### src/rtl/qed_dup_sequencer.sv
`default_nettype none
// ============================================================================
// Module   : qed_dup_sequencer
// Purpose  : QED duplication sequencer between fetch and decode. Issues each
//            original instruction unchanged while queueing it, then replays
//            the queued block as register/memory-remapped duplicates and
//            pulses qed_ready once every original has its duplicate issued.
// Revision : 1.0  initial release
// ============================================================================
module qed_dup_sequencer #(
    parameter int DEPTH = 8,
    parameter int CNT_W = 4
) (
    input  logic             clk,
    input  logic             reset_x,
    input  logic             qed_mode,
    input  logic             qed_flush,
    input  logic [31:0]      ifu_inst,
    input  logic             ifu_valid,
    output logic             ifu_ready,
    output logic [31:0]      out_inst,
    output logic             out_valid,
    input  logic             out_ready,
    output logic             out_dup,
    output logic             qed_ready,
    output logic [CNT_W-1:0] pending_count
);

    localparam int                 c_PTR_W    = (DEPTH > 1) ? $clog2(DEPTH) : 1;
    localparam logic [CNT_W-1:0]   c_DEPTH    = CNT_W'(DEPTH);
    localparam logic [CNT_W-1:0]   c_ONE      = CNT_W'(1);
    localparam logic [c_PTR_W-1:0] c_PTR_LAST = c_PTR_W'(DEPTH - 1);
    localparam logic [6:0]         c_OP_R     = 7'b0110011;
    localparam logic [6:0]         c_OP_I     = 7'b0010011;
    localparam logic [6:0]         c_OP_LW    = 7'b0000011;
    localparam logic [6:0]         c_OP_SW    = 7'b0100011;
    localparam logic [6:0]         c_OP_NOP   = 7'h7F;

    typedef enum logic [0:0] {
        ST_ORIG = 1'b0,
        ST_DUP  = 1'b1
    } state_t;

    state_t             r_state;
    state_t             w_state_nxt;

    logic [31:0]        r_queue [DEPTH];
    logic [c_PTR_W-1:0] r_wr_ptr;
    logic [c_PTR_W-1:0] r_rd_ptr;
    logic [CNT_W-1:0]   r_count;
    logic [CNT_W-1:0]   w_count_nxt;

    logic               r_mode;
    logic               w_mode;

    logic [31:0]        r_out_inst;
    logic               r_out_valid;
    logic               r_out_dup;
    logic               r_out_last;
    logic               r_qed_ready;

    logic               w_load;
    logic               w_full;
    logic               w_empty;
    logic               w_is_nop;
    logic               w_ifu_ready;
    logic               w_push;
    logic               w_pop;
    logic               w_ld_en;
    logic [31:0]        w_ld_inst;
    logic               w_ld_dup;
    logic               w_ld_last;
    logic [31:0]        w_dup_inst;

    // Remap x0-x15 to x16-x31 and shift memory offsets by +1024 (imm bit 10).
    function automatic logic [31:0] f_dup_xform(input logic [31:0] inst);
        logic [31:0] res;
        res = inst;
        case (inst[6:0])
            c_OP_R: begin
                res[11] = 1'b1;
                res[19] = 1'b1;
                res[24] = 1'b1;
            end
            c_OP_I: begin
                res[11] = 1'b1;
                res[19] = 1'b1;
            end
            c_OP_LW: begin
                res[11] = 1'b1;
                res[30] = 1'b1;
            end
            c_OP_SW: begin
                res[24] = 1'b1;
                res[30] = 1'b1;
            end
            default: res = inst;
        endcase
        return res;
    endfunction

    assign w_load     = !r_out_valid || out_ready;
    assign w_full     = (r_count == c_DEPTH);
    assign w_empty    = (r_count == '0);
    assign w_is_nop   = (ifu_inst[6:0] == c_OP_NOP);
    assign w_dup_inst = f_dup_xform(r_queue[r_rd_ptr]);
    // The mode input is transparent only while a new block may start.
    assign w_mode     = (r_state == ST_ORIG && w_empty) ? qed_mode : r_mode;

    // Next-state, fetch handshake, queue control and output-register load selection.
    always_comb begin
        w_state_nxt = r_state;
        w_ifu_ready = 1'b0;
        w_push      = 1'b0;
        w_pop       = 1'b0;
        w_ld_en     = 1'b0;
        w_ld_inst   = ifu_inst;
        w_ld_dup    = 1'b0;
        w_ld_last   = 1'b0;
        w_count_nxt = r_count;
        case (r_state)
            ST_ORIG: begin
                w_ifu_ready = reset_x && w_load && !w_full;
                // NOPs are consumed but neither issued nor queued.
                if (w_ifu_ready && ifu_valid && !w_is_nop) begin
                    w_ld_en   = 1'b1;
                    w_ld_inst = ifu_inst;
                    w_push    = w_mode;
                end
                w_count_nxt = r_count + CNT_W'(w_push);
                if (w_mode && ((w_count_nxt == c_DEPTH) ||
                               (qed_flush && (w_count_nxt != '0)))) begin
                    w_state_nxt = ST_DUP;
                end
            end
            ST_DUP: begin
                if (w_load && !w_empty) begin
                    w_pop       = 1'b1;
                    w_ld_en     = 1'b1;
                    w_ld_inst   = w_dup_inst;
                    w_ld_dup    = 1'b1;
                    w_ld_last   = (r_count == c_ONE);
                    w_count_nxt = r_count - c_ONE;
                    if (r_count == c_ONE) begin
                        w_state_nxt = ST_ORIG;
                    end
                end
            end
            default: w_state_nxt = ST_ORIG;
        endcase
    end

    // State, pointers, occupancy and latched mode.
    always_ff @(posedge clk) begin
        if (!reset_x) begin
            r_state  <= ST_ORIG;
            r_wr_ptr <= '0;
            r_rd_ptr <= '0;
            r_count  <= '0;
            r_mode   <= 1'b0;
        end else begin
            r_state <= w_state_nxt;
            r_count <= w_count_nxt;
            if (w_push) begin
                r_wr_ptr <= (r_wr_ptr == c_PTR_LAST) ? '0 : r_wr_ptr + 1'b1;
            end
            if (w_pop) begin
                r_rd_ptr <= (r_rd_ptr == c_PTR_LAST) ? '0 : r_rd_ptr + 1'b1;
            end
            if (r_state == ST_ORIG && w_empty) begin
                r_mode <= qed_mode;
            end
        end
    end

    // Queue storage; contents are don't-care until written.
    always_ff @(posedge clk) begin
        if (w_push) begin
            r_queue[r_wr_ptr] <= ifu_inst;
        end
    end

    // Output register and the block-complete pulse that follows the last duplicate.
    always_ff @(posedge clk) begin
        if (!reset_x) begin
            r_out_inst  <= '0;
            r_out_valid <= 1'b0;
            r_out_dup   <= 1'b0;
            r_out_last  <= 1'b0;
            r_qed_ready <= 1'b0;
        end else begin
            r_qed_ready <= r_out_valid && out_ready && r_out_last;
            if (w_load) begin
                r_out_valid <= w_ld_en;
                if (w_ld_en) begin
                    r_out_inst <= w_ld_inst;
                    r_out_dup  <= w_ld_dup;
                    r_out_last <= w_ld_last;
                end
            end
        end
    end

    assign ifu_ready     = w_ifu_ready;
    assign out_inst      = r_out_inst;
    assign out_valid     = r_out_valid;
    assign out_dup       = r_out_dup;
    assign qed_ready     = r_qed_ready;
    assign pending_count = r_count;

endmodule
`default_nettype wire

### config.mk
export PLATFORM = sky130hd
export DESIGN_NAME = qed_dup_sequencer
export DESIGN_NICKNAME = d
export VERILOG_FILES = /design/src/rtl/qed_dup_sequencer.sv
export SDC_FILE = /design/constraint.sdc
export NUM_CORES = 1
export LEC_CHECK = 0
export CAP_MARGIN = 15
export CORE_ASPECT_RATIO = 1.5
export CORE_MARGIN = 2
export CORE_UTILIZATION = 53
export CTS_CLUSTER_DIAMETER = 150
export DETAILED_ROUTE_END_ITERATION = 10
export DONT_BUFFER_PORTS = 1
export PLACE_DENSITY = 0.68
export SLEW_MARGIN = 25
export SYNTH_ARGS = -nofsm -noshare
export SYNTH_HDL_FRONTEND = slang
export SYNTH_SLANG_ARGS = --single-unit
### constraint.sdc
create_clock -name clk -period 11.4 [get_ports clk]
set_input_delay 2.85 -clock clk [delete_from_list [all_inputs] [get_ports clk]]
set_output_delay 2.85 -clock clk [all_outputs]
set_load 0.01 [all_outputs]
# Word-level counts from Yosys, hierarchy flattened
# Memories as Yosys holds them, arrays and structs flattened. A register that Yosys moved wholly into a read port is not among the register bits.
# Cells that the tools add are included.
# classes
bitwise_logic	1
eq_ne	11
n_addsub	4
muxes	29
n_reduce_logical	23
# ops
operator	count
32-bit one-hot mux with 2 select lines	1
32-bit two-way mux	1
1-bit two-way mux	19
7-bit by 6-bit equality test with 1-bit output (second input constant)	2
3-bit two-way mux	4
1-bit logical AND	10
4-bit equality test (second input constant)	2
4-bit one-hot mux with 2 select lines	1
7-bit by 2-bit equality test with 1-bit output (second input constant)	1
7-bit by 5-bit equality test with 1-bit output (second input constant)	1
7-bit equality test (second input constant)	1
3-bit by 1-bit adder with 3-bit output (second input constant)	2
3-bit equality test (second input constant)	2
2-bit OR reduction	3
4-bit by 1-bit adder with 4-bit output	1
4-bit by 1-bit equality test with 1-bit output (second input constant)	1
1-bit logical NOT	4
4-bit logical NOT	1
4-bit two-way mux	1
1-bit one-hot mux with 2 select lines	2
4-bit nonzero test	1
4-bit by 1-bit subtractor with 4-bit output (second input constant)	1
3-bit OR reduction	1
1-bit logical OR	2
other kinds (3)	3
# totals
ramBits	256
ff_bits	48
elab_cells	79
out_inout_bits	40
in_bits	38
n_memories	1
# mem_list
memory	depth	width	read_ports	rd_ports_with_merged_regs	write_ports	line	rtl
r_queue	8	32	1	1	1	47	logic [31:0] r_queue [DEPTH];

# Depth between registers and ports, before layout
# logic_depth
depth_word	15
depth_mapped	12
mapped_depth_nobuf	12

# Worst setup path after synthesis
# Ideal clock, no wire load.
# synth_timing
path_type	in2reg
startpoint	in out_ready
endpoint	mem r_queue[0][0], enable pin
setup_time_ns	0.461
n_path_buf	0
t_arrival_ns	5.907
cell_stages	5
required_time_ns	10.939
path_slack_ns	5.032
path_cell_list	nand2b_1 nand4_1 nor4_4 nand2b_1 nor3_1
# synth_between
elab_chain_cells	10
# synth_lines
element	line	rtl
start: declaration	23	input logic out_ready,
1-bit logical OR	102	assign w_load = !r_out_valid || out_ready;
1-bit logical AND (2 in series)	123	w_ifu_ready = reset_x && w_load && !w_full;
1-bit logical AND (2 in series)	125	if (w_ifu_ready && ifu_valid && !w_is_nop) begin
1-bit two-way mux	125	
1-bit two-way mux (2 in series)	121	case (r_state)
1-bit two-way mux	178	if (w_push) begin
1-bit two-way mux (not written as such)	179	r_queue[r_wr_ptr] <= ifu_inst;
end: declaration	47	
# Every way passes these cells. The select of a mux whose other input is x is not followed.

# Worst setup path in the final report
# layout_timing
startpoint	in out_ready
endpoint	out ifu_ready
# layout_between
elab_chain_cells	4
# layout_lines
element	line	rtl
1-bit logical OR	102	
1-bit logical AND (2 in series)	123	
1-bit two-way mux	121	
end: declaration	20	output logic ifu_ready,
# Every way passes these cells.

==> out/metrics.yaml <==
critical_path:
  worstReg2RegStart: "pending_count[1]$_SDFFE_PN0P_"
  crit_path_top_delay_cell: "nor2_1"
  rrSetupSlack_ps: 8230
  cp.depth: 3
  arrival_ps: 3320
  worst-path-buf-inv: 0
  critical_path_class: "primary input to primary output"
  crit_fanout: 6
  cp-start-kind: "primary input"
  cpPeakStageDelay_ps: 190
  required_ps: 8550
  worstReg2RegEnd: "r_state$_SDFF_PN0_"
  path_cells: "nand2b_1 > nand3_1 > nor2_1"
  reg2reg_depth: 12
  end_kind: "primary output"
  cp_top_family: "simple AND/OR/NAND/NOR gates"
synthesis:
  async_flop_share_pct: 0
  synth_seq_area_share_pct: 72.6
  synth_edf_count: 256
  syn_area_mm2: 0.0120
  syn_inst: 648
  ys_warn_count: 0
  yosysTopAreaCellShare_pct: 64.1
  ys_top_cells_by_area: "edfxtp_1, mux4_2, dfxtp_1"
  synth_flop_cell: "edfxtp_1"
  synth_cell_type_count: 47
  synth.most_common_cell: "edfxtp_1"
  synth-seq-cells: 307
  synth_nets: 694
  synth.largest_area_cell: "edfxtp_1"
  synth_area_per_cell_um2: 18.5
  synth_common_cells: "edfxtp_1, nor2_1, mux4_2"
sta:
  setup_viol: 0
  totalNegativeSetupSlack_ps: 0
  hold_viol: 0
  setup_ws_ps: 5230
  post-route-period-util_pct: 54.1
  min_period_ps: 6170
  clock_skew_ps: 6.18
  slew_viol_final: 0
  worstMarginPinSlew_ps: 926
  grt_setup_unrepaired: "false"
  clock.fmax_ghz: 0.162
  slew_headroom_pct: 38.2
worst_hold_path:
  holdPathStages: 2
  hold_start: "r_out_last$_SDFFE_PN0P_"
  hold_class: "flop to flop"
  hold-path-endpoint: "r_out_last$_SDFFE_PN0P_"
cells_and_area:
  layout.core_utilization_pct: 59.7
  fill_cells: 1616
  drive_above_1_share_pct: 20.5
  fin_cells: 954
  final_nets: 702
  n_antenna_cell: 0
  area_delta_synth_final_pct: 11.0
clock_network:
  hold_buffers: 0
  htreeDepth: 1
  clk_pin_slew_worst_paths_ps: 70
  cts.repair.resized: 0
  numCtsBuffers: 28
  root_buffer: "clkbuf_16"
  clk_latency_ps: 530
  clkSinkCount: 307
  cts_buffer_depth: 3
  cts_tree: "built"
  cts_setup_buffers: 0
detailed_routing:
  wl_per_cell_um: 25.2
  first_iter_violations: 485
  routed_wirelength_mm: 24.0
  vias: 5898
  ant_nets: 0
  drtPass1Iterations: 5
  viasPerCell: 6.18
  drc_errors: 0
power:
  total_power_mw: 2.39
  ir_drop_uv: 125
  leakage_nw: 4.15
  powerDensity_mw_per_mm2: 180
global_routing:
  grt_pass1_vias: 6197
  grt_pass1_wl_mm: 36.9
  grtUsageTotal_pct: 20.5
  grt.overflow.total: 0
  grt_max_degree: 64
  antenna_found_initial: 0
die:
  io_pins: 78
  start_util_pct: 53.8
  core_area_mm2: 0.0223
  row_count: 67
  die_h_um: 188
  die_area_mm2: 0.0239
  die_x_um: 127
place:
  dp_hpwl_mm: 13.1
  io_buffer_count: 0
  dp_slack_ps: 5240
  gp_congestion: 0.768
  place_inst: 902
run:
  drv_cap: 0
run_status:
  status: "finished clean"
## per-stage QoR
stage,area (um^2),hold slack [ps]
3_3_place_gp,12300,444
6_report,13300,477
5_1_grt,13300,499
2_1_floorplan,12000,430
3_5_place_dp,12300,466
4_1_cts,13300,477
## cell families (layout without fill, tap and decap cells)
kind of cell	after synthesis	count (layout)	share of synthesized area (%)
flip-flops	307	307	72.6
AND/OR/NAND/NOR	129	129	5.08
multiplexers	96	96	15.2
AO/OA/AOI/OAI	62	62	3.70
buffers and inverters	41	71	2.22
adder cells (fa/ha/maj)	8	8	0.835
XOR/XNOR	5	5	0.365
## placed cells by master, fill, tap and decap left out, drive strengths merged, types with 7 or more instances in the layout
| cell type | instances |
|---|---|
| a21oi | 13 |
| a221oi | 24 |
| a31oi | 8 |
| buf | 15 |
| bufinv | 7 |
| clkbuf | 35 |
| clkinv | 10 |
| dfxtp | 51 |
| edfxtp | 256 |
| ha | 8 |
| mux2i | 27 |
| mux4 | 64 |
| nand2 | 34 |
| nor2 | 61 |
| nor3 | 8 |
| o21ai | 7 |
## sequential cells by signal, indices dropped and copies added (netlist names), named ones only
name           flops
pending_count      4
qed_ready          1
r_rd_ptr           3
r_mode             1
r_state            1
r_queue          256
r_wr_ptr           3
r_out_last         1
out_inst          32
out_valid          1
out_dup            1
## power by group
part / leakage [nW] / switching [mW] / internal, mW
combinational: 0.920 / 0.0558 / 0.0426
sequential: 2.72 / 0.0204 / 1.24
clock: 0.509 / 0.393 / 0.641
total: 4.15 / 0.469 / 1.92
## layout make-up
cell class	instances	area (um^2)	share of cell area, %
clock buffer	35	778	5.85
clock inverter	17	262	1.97
inverter	4	15.0	0.113
multi-input combinational	300	3080	23.1
sequential	307	8710	65.5
tap	276	345	2.60
timing repair buffer	15	113	0.846
## layer usage
metal	vias up	track usage (%)	part of all wire, %
met2	169	36.4	53
met5	-	0	0
li1	2612	-	-
met1	3086	26.5	40
met4	0	5.16	1.7
met3	31	3.12	5.5
## worst min-delay path, stage by stage (launching register included)
cell and delay [ps]:
dfxtp_1 320, nand2_1 60, a21oi_1 60
## worst max path at each step
stage                                   end       from  slack (ps)
detailed placement                ifu_ready  out_ready        5240
finish                            ifu_ready  out_ready        5230
CTS                               ifu_ready  out_ready        5240
global route                      ifu_ready  out_ready        5190
floorplan           r_queue[0][0]$_DFFE_PP_  out_ready        5030
global placement                  ifu_ready  out_ready        5250
(Power assumes the default switching activity.)
